### src/rtl/biasb_sram_reader.sv
// Bias SRAM read controller: fetches len consecutive words from base_addr and
// streams them out over valid/ready, with a 2-entry buffer behind the 1-cycle SRAM latency.
//
// state | meaning
// IDLE  | waiting for start; len=0 commands complete here
// FETCH | issuing reads while buffer credit allows
// DRAIN | all reads issued; delivering remaining words
module biasb_sram_reader #(
  parameter int AW = 7,
  parameter int DW = 512
) (
  input  logic          clk,
  input  logic          rst,
  input  logic          start,
  input  logic [AW-1:0] base_addr,
  input  logic [AW:0]   len,
  output logic          busy,
  output logic          done,
  output logic          sram_enb,
  output logic [AW-1:0] sram_addrb,
  input  logic [DW-1:0] sram_doutb,
  output logic          bias_valid,
  input  logic          bias_ready,
  output logic [DW-1:0] bias_data
);

  typedef enum logic [1:0] {IDLE, FETCH, DRAIN} state_t;

  state_t        state_q, state_d;
  logic [AW-1:0] ptr_q;
  logic [AW:0]   iss_q, del_q;
  logic [1:0]    occ_q;
  logic          inflight_q;
  logic [DW-1:0] mem_q [2];
  logic          rd_q, wr_q;
  logic          zl_done_q;

  logic          issue, pop, bypass, buf_wr, buf_rd, done_c, accept;
  logic [2:0]    used;

  // A returning word with an empty buffer is presented directly, so the
  // consumer sees it in the same cycle it arrives from the SRAM.
  assign bypass     = (occ_q == 2'd0) && inflight_q;
  assign bias_valid = (occ_q != 2'd0) || inflight_q;
  assign bias_data  = bypass ? sram_doutb : mem_q[rd_q];
  assign pop        = bias_valid && bias_ready;

  assign used   = {1'b0, occ_q} + {2'b0, inflight_q};
  assign issue  = (state_q == FETCH) && (iss_q != '0) &&
                  ((used < 3'd2) || (pop && (used == 3'd2)));
  assign buf_wr = inflight_q && !(bypass && pop);
  assign buf_rd = pop && !bypass;
  assign accept = (state_q == IDLE) && start;

  assign sram_enb   = issue;
  assign sram_addrb = ptr_q;
  assign busy       = (state_q != IDLE);
  assign done       = done_c || zl_done_q;

  always_comb begin
    state_d = state_q;
    done_c  = 1'b0;
    case (state_q)
      IDLE:  if (start && (len != '0)) state_d = FETCH;
      FETCH: if (issue && (iss_q == (AW+1)'(1))) state_d = DRAIN;
      DRAIN: begin
        if (pop && (del_q == (AW+1)'(1))) begin
          state_d = IDLE;
          done_c  = 1'b1;
        end
      end
      default: state_d = IDLE;
    endcase
  end

  always_ff @(posedge clk or posedge rst) begin
    if (rst) begin
      state_q    <= IDLE;
      ptr_q      <= '0;
      iss_q      <= '0;
      del_q      <= '0;
      occ_q      <= '0;
      inflight_q <= 1'b0;
      mem_q[0]   <= '0;
      mem_q[1]   <= '0;
      rd_q       <= 1'b0;
      wr_q       <= 1'b0;
      zl_done_q  <= 1'b0;
    end else begin
      state_q    <= state_d;
      inflight_q <= issue;
      zl_done_q  <= accept && (len == '0);
      if (accept && (len != '0)) begin
        ptr_q <= base_addr;
        iss_q <= len;
        del_q <= len;
      end else begin
        if (issue) begin
          ptr_q <= ptr_q + AW'(1);
          iss_q <= iss_q - (AW+1)'(1);
        end
        if (pop) del_q <= del_q - (AW+1)'(1);
      end
      if (buf_wr) begin
        mem_q[wr_q] <= sram_doutb;
        wr_q        <= ~wr_q;
      end
      if (buf_rd) rd_q <= ~rd_q;
      occ_q <= occ_q + {1'b0, buf_wr} - {1'b0, buf_rd};
    end
  end

endmodule
### config.mk
export PLATFORM = sky130hd
export DESIGN_NAME = biasb_sram_reader
export DESIGN_NICKNAME = d
export VERILOG_FILES = /design/src/rtl/biasb_sram_reader.sv
export SDC_FILE = /design/constraint.sdc
export NUM_CORES = 2
export LEC_CHECK = 0
export ABC_AREA = 1
export ABC_CLOCK_PERIOD_IN_PS = 42300
export BUFFER_PORTS_ARGS = -buffer_cell sky130_fd_sc_hd__buf_2
export CAP_MARGIN = 10
export CORE_AREA = 2 2 408 410
export DETAILED_ROUTE_END_ITERATION = 7
export DIE_AREA = 0 0 410 412
export GPL_TIMING_DRIVEN = 0
export RECOVER_POWER = 25
export SLEW_MARGIN = 5
export SYNTH_ARGS = -nofsm -noshare
export SYNTH_HDL_FRONTEND = slang
export SYNTH_SLANG_ARGS = --single-unit
### constraint.sdc
create_clock -name clk -period 42.3 [get_ports clk]
set_clock_uncertainty 0.2 [all_clocks]
set_input_delay 4.23 -clock clk [delete_from_list [all_inputs] [get_ports clk]]
set_output_delay 4.23 -clock clk [all_outputs]
set_load 0.1 [all_outputs]
=== Yosys cells after proc, flatten, opt, wreduce, memory -nomap -nowiden ===
Cells that the tools add are included.

* Register bits: 1,055
* Bits of input ports: 531
* Output and inout port bits: 523
* Logic and storage cells: 82

* Add/sub/neg operators: 6
* Magnitude comparators: 4
* Equality and inequality tests: 8
* Multiplexer cells: 19
* Bitwise logic cells: 4
* Reduce and logical (&&, ||, !) cells: 30

{| class="wikitable"
|+ Operator list
! cell !! number
|-
| 512-bit 2-to-1 mux || 5
|-
| 1024-bit bitwise mux || 1
|-
| 512-bit demux with 1-bit select || 1
|-
| 8-bit 2-to-1 mux || 4
|-
| 8-bit by 1-bit == test with 1-bit output (second input constant) || 2
|-
| 8-bit nonzero test || 2
|-
| 8-bit by 1-bit subtractor with 8-bit output (second input constant) || 2
|-
| 1-bit logical AND || 15
|-
| 7-bit 2-to-1 mux || 2
|-
| 8-bit logical NOT || 1
|-
| 2-bit nonzero test || 4
|-
| 7-bit by 1-bit adder with 7-bit output (second input constant) || 1
|-
| 2-bit 2-to-1 mux || 3
|-
| 2-bit one-hot mux with 3 select lines || 1
|-
| 2-bit >= comparator (second input constant) || 2
|-
| 2-bit logical NOT || 2
|-
| 2-bit by 1-bit != test with 1-bit output (second input constant) || 2
|-
| 1-bit NOT with 2-bit output || 2
|-
| 2-bit by 1-bit adder with 3-bit output || 1
|-
| 3-bit by 2-bit == test with 1-bit output (second input constant) || 1
|-
| 1-bit logical OR || 3
|-
| 3-bit by 2-bit less-than comparator with 1-bit output (second input constant) || 1
|-
| 3-bit AND reduction || 1
|-
| 2-bit by 1-bit adder with 2-bit output || 1
|-
| 8 further kinds || 11
|}

=== Logic depth before layout (Yosys ltp) ===
* Depth in word-level cells: 9
* Gate-level depth with buffers: 12
* Depth with buffers taken out: 11

=== Worst setup path after synthesis ===
OpenSTA, ideal clock, no wires.

* Path type: input to output
* Start point: input port sram_doutb[100]
* End point: output port bias_data[100]
* Arrival time: 6,384 ps
* Data required time: 37,870 ps
* Path slack: 31,486 ps
* Stages: 2
* Path buffers: 0
* Path through: inv_1 > o21ai_0

* Cells in the longest elaborated chain, start to end: 1

{| class="wikitable"
|+ Ends and longest elaborated chain
! item !! RTL line !! source
|-
| start, declared || 21 || <nowiki>input logic [DW-1:0] sram_doutb,</nowiki>
|-
| 512-bit 2-to-1 mux || 45 || <nowiki>assign bias_data = bypass ? sram_doutb : mem_q[rd_q];</nowiki>
|-
| end, declared || 24 || <nowiki>output logic [DW-1:0] bias_data</nowiki>
|}

No other way between the ends.

==> flow_results.org <==
** Clock network
- The tree is rooted in a clkbuf_16.
- Clock H-tree levels :: 3
- Gates resized, CTS repair :: 0
- Post-CTS timing repair inserted 0 buffers for setup.
- Total number of clock tree sinks :: 1055
- Number of buffers inserted during clock tree synthesis :: about 120
- TritonCTS built the clock tree.
- Clock Path Buffers :: 3
- CTS Hold Buffers Added :: 0
- Clock-pin slew was measured on the worst setup and hold paths at 0.06 ns.
- Worst-Skew Late Latency :: 0.74 ns

** Die
- The initial utilization of the core area, before any placement, comes to a little under a third.
- Die X-Extent :: 410 um
- In this run the core area contains 149 standard-cell rows.
- Placeable core region :: approximately 160000 um^2
- Count of boundary I/O pins :: between 1000 and 1500
- Die H :: around 410 um
- Die Area :: 169000 um^2

** Place
- Detailed-placement wirelength estimate :: 163000 um
- Post-placement cell count :: 9639
- Buffers placed on the I/O ports in this run total 1053.
- The congestion estimate from routability-driven global placement came to 0.936.
- Timing analysis after detailed placement gives a worst setup slack of 31.98 ns.

** Yosys
- Post-synthesis adder-cell area fraction :: less than 1%
- Share of cell area taken by muxes after synthesis :: 0%
- Share of flip-flops with an asynchronous set or reset after synthesis :: 100%
- The cell count after synthesis came out at ~6400.
- Summing every instance area after synthesis gives 51000 um^2.
- Synth warnings :: 0
- Counting every net in the synthesized netlist gives 6922.
- Largest family of logic cells by synthesized area :: compound AO/OA/AOI/OAI gates
- Sequential element share of the synthesized area :: between 50% and 60%
- The most used flip-flop cell after synthesis is dfrtp_1.
- The synthesized netlist devotes 22.7% of its cell area to compound gates.
- Post-synthesis average cell area :: around 8.0 um^2
- After synthesis, the cell types taking the most area are dfrtp_1 52%, o21ai_0 13%, nand2_1 12%, inv_1 7.7%, o211ai_1 7.6%.
- The synthesized netlist devotes 0.241% of its cell area to XOR and XNOR gates.
- Number of distinct standard cells referenced by the synthesized netlist :: 24
- Number of flip-flops and latches in the synthesized netlist :: 1055
- Synth top area share :: between 50% and 60%
- The biggest area contributor in the post-synthesis netlist is dfrtp_1.
- The synthesized design contains 0 enable-type register cells.
- Most frequent cell after synthesis :: nand2_1
- Summing the areas of all and, or, nand and nor instances in the mapped netlist gives 12.9% of the synthesized area.
- Most used standard cells in the synthesized netlist :: 1660 x nand2_1, 1356 x o21ai_0, 1055 x dfrtp_1

** Min path
- Cell depth of the worst hold path :: 2
- The path class of the tightest hold or removal check is register to register.

** Global route
- Overflow left after global routing :: 0
- Wire length of the first global-routing pass :: between 300000 and 400000 um
- The number of global-route vias before repair is around 48000.
- Pin count of the biggest net entering global routing :: 120
- Initial antenna violation count :: 81
- Total Routing Usage GR :: between 20% and 30%

** Detailed routing
- The first detailed-routing pass ran for 6 iterations.
- Avg WL per Cell :: 21.8 um
- The detail route stage leaves a number of antenna-violating nets equal to 0.
- The routed layout has 50100 vias.
- The routed design has 216000 um of wire.
- After detailed routing, the number of vias per cell comes to 5.05.
- After the first detailed-routing iteration, the DRC count stood at 4587.
- After detailed routing, the number of remaining DRC violations is 0.

** Worst setup path
- Required time of the critical path :: 41.34 ns
- Crit path top cell by count :: clkbuf_1
- Start point of the critical path :: rst
- The critical path ends at mem_q[332].
- Data arrives at the worst endpoint at 14.05 ns.
- The critical path goes through buf_2 > clkinvlp_2 > clkbuf_1 > clkbuf_1.
- R2R depth :: 10
- Number of cells on the critical path :: 4
- Maximum cell stage delay along the critical path :: between 4 and 5 ns
- Reg2reg start :: occ_q[1]
- The worst register-to-register path ends at mem_q[772].
- Critical-path top delay cell :: clkbuf_1
- The worst setup path is of the input port to async pin kind.
- The number of buffers and inverters on the critical path is 4.
- Startpoint Class :: input port
- Setup slack, reg-to-reg :: 37.88 ns
- Kind of cell adding the most delay to the critical path :: buffers and inverters
- The worst setup path is captured at an async pin.
- Highest net fanout along the worst path :: roughly 120

** STA
- Headroom to the max-slew limit :: -323%
- Actual transition at the worst max-transition pin :: 6.34 ns
- Fmax :: 66.6 MHz
- Setup repair after global routing left no endpoint under its margin.
- The number of max-slew violations in the final report is 421.
- Final Hold Fails :: 0
- The worst path needs between 15 and 20 ns of the cycle, external delays included.
- Crit share post-route :: 35.5%
- The worst path meets setup with between 20 and 30 ns of slack.
- Setup violations remaining at the end of the flow were counted as 0.
- Adding up every negative setup slack in the final design gives 0 ns.
- Final hold slack :: 0.279 ns

** Outcome
- Failing checks :: max-capacitance violations, max-slew violations
- Outcome :: finished with violations

** Flow run
- Maximum Capacitance Violations :: 5

** Layout
- Excluding fillers, the count of instances in the completed layout stands at slightly below 10000.
- For this run, the post-layout net count is 8111.
- Post-synthesis to final-layout area growth :: 24.0%
- Share of cells above drive strength 1 :: 18.1%
worst min-delay path, delay by kind of cell, from the launching register on:
| family | cells | cell delay, ns |
|---|---|---|
| and+or+nand+nor | 1 | 0.05 |
| DFF | 1 | 0.34 |
| AOI/OAI and AO/OA | 1 | 0.05 |
area by class of cell:
cell class	instances	area, um^2
clock inverters	46	606
fillers	17100	101000
repair buffers	1070	5520
plain buffers	460	2020
inverters	1051	3950
diodes	49	123
multi-input cells	3814	18400
flip-flops and latches	1055	26400
well taps	2189	2740
clock buffers	174	3480
cells in the final DEF (no fill, tap or decap), types with 4 or more instances in the layout:
cell / n
buf_1: 52
buf_16: 6
buf_2: 1153
buf_4: 5
buf_6: 24
bufinv_16: 10
clkbuf_1: 313
clkbuf_16: 119
clkbuf_8: 30
clkinv_16: 4
clkinv_2: 25
dfrtp_1: 1055
diode_2: 49
ha_1: 11
inv_1: 1050
nand2_1: 1662
nand3_1: 38
nor2_1: 30
o211ai_1: 513
o21ai_0: 1399
o21ai_1: 140
xnor2_1: 8
xor2_1: 6
flip-flops by register name, summed over array words and instances (netlist names):
name,cells
del_q,8
inflight_q,1
iss_q,8
mem_q,1024
occ_q,2
rd_q,1
sram_addrb,7
state_q,2
wr_q,1
zl_done_q,1
worst min-delay path by stage:
stage          startpoint  slack [ns]         end
3_3_place_gp   mem_q[141]        0.26  mem_q[141]
6_report        mem_q[80]        0.28   mem_q[80]
4_1_cts        mem_q[382]        0.29  mem_q[382]
3_5_place_dp   mem_q[427]        0.27  mem_q[427]
5_1_grt        mem_q[141]        0.29  mem_q[141]
2_1_floorplan    mem_q[0]        0.25    mem_q[0]
layer usage:
layer	up-vias	wire length [um]	global-route usage, %
li1	23000	-	-
met1	24600	88700	31.8
met2	2027	99200	38.6
met3	442	17200	6.25
met4	40	10600	12.0
met5	-	270	0
cell families (layout without fill, tap and decap cells):
kind of cell             Yosys count  after routing
AO/OA/AOI/OAI                   2053           2053
XOR/XNOR                          14             14
adder cells (fa/ha/maj)           11             11
buffers and inverters           1511           2801
flip-flops                      1055           1055
other                              0             49
AND/OR/NAND/NOR                 1736           1736
through the flow:
stage,utilization (%),instance area (um^2)
final,38.5,63200
after floorplan,-,51000
after global routing,38.5,63200
after global placement,35.9,59000
after CTS,38.6,63400
after detailed placement,36.1,59300
Power is not shown: default switching activity piles up to over one toggle a cycle in this logic, so the estimate is an artifact.
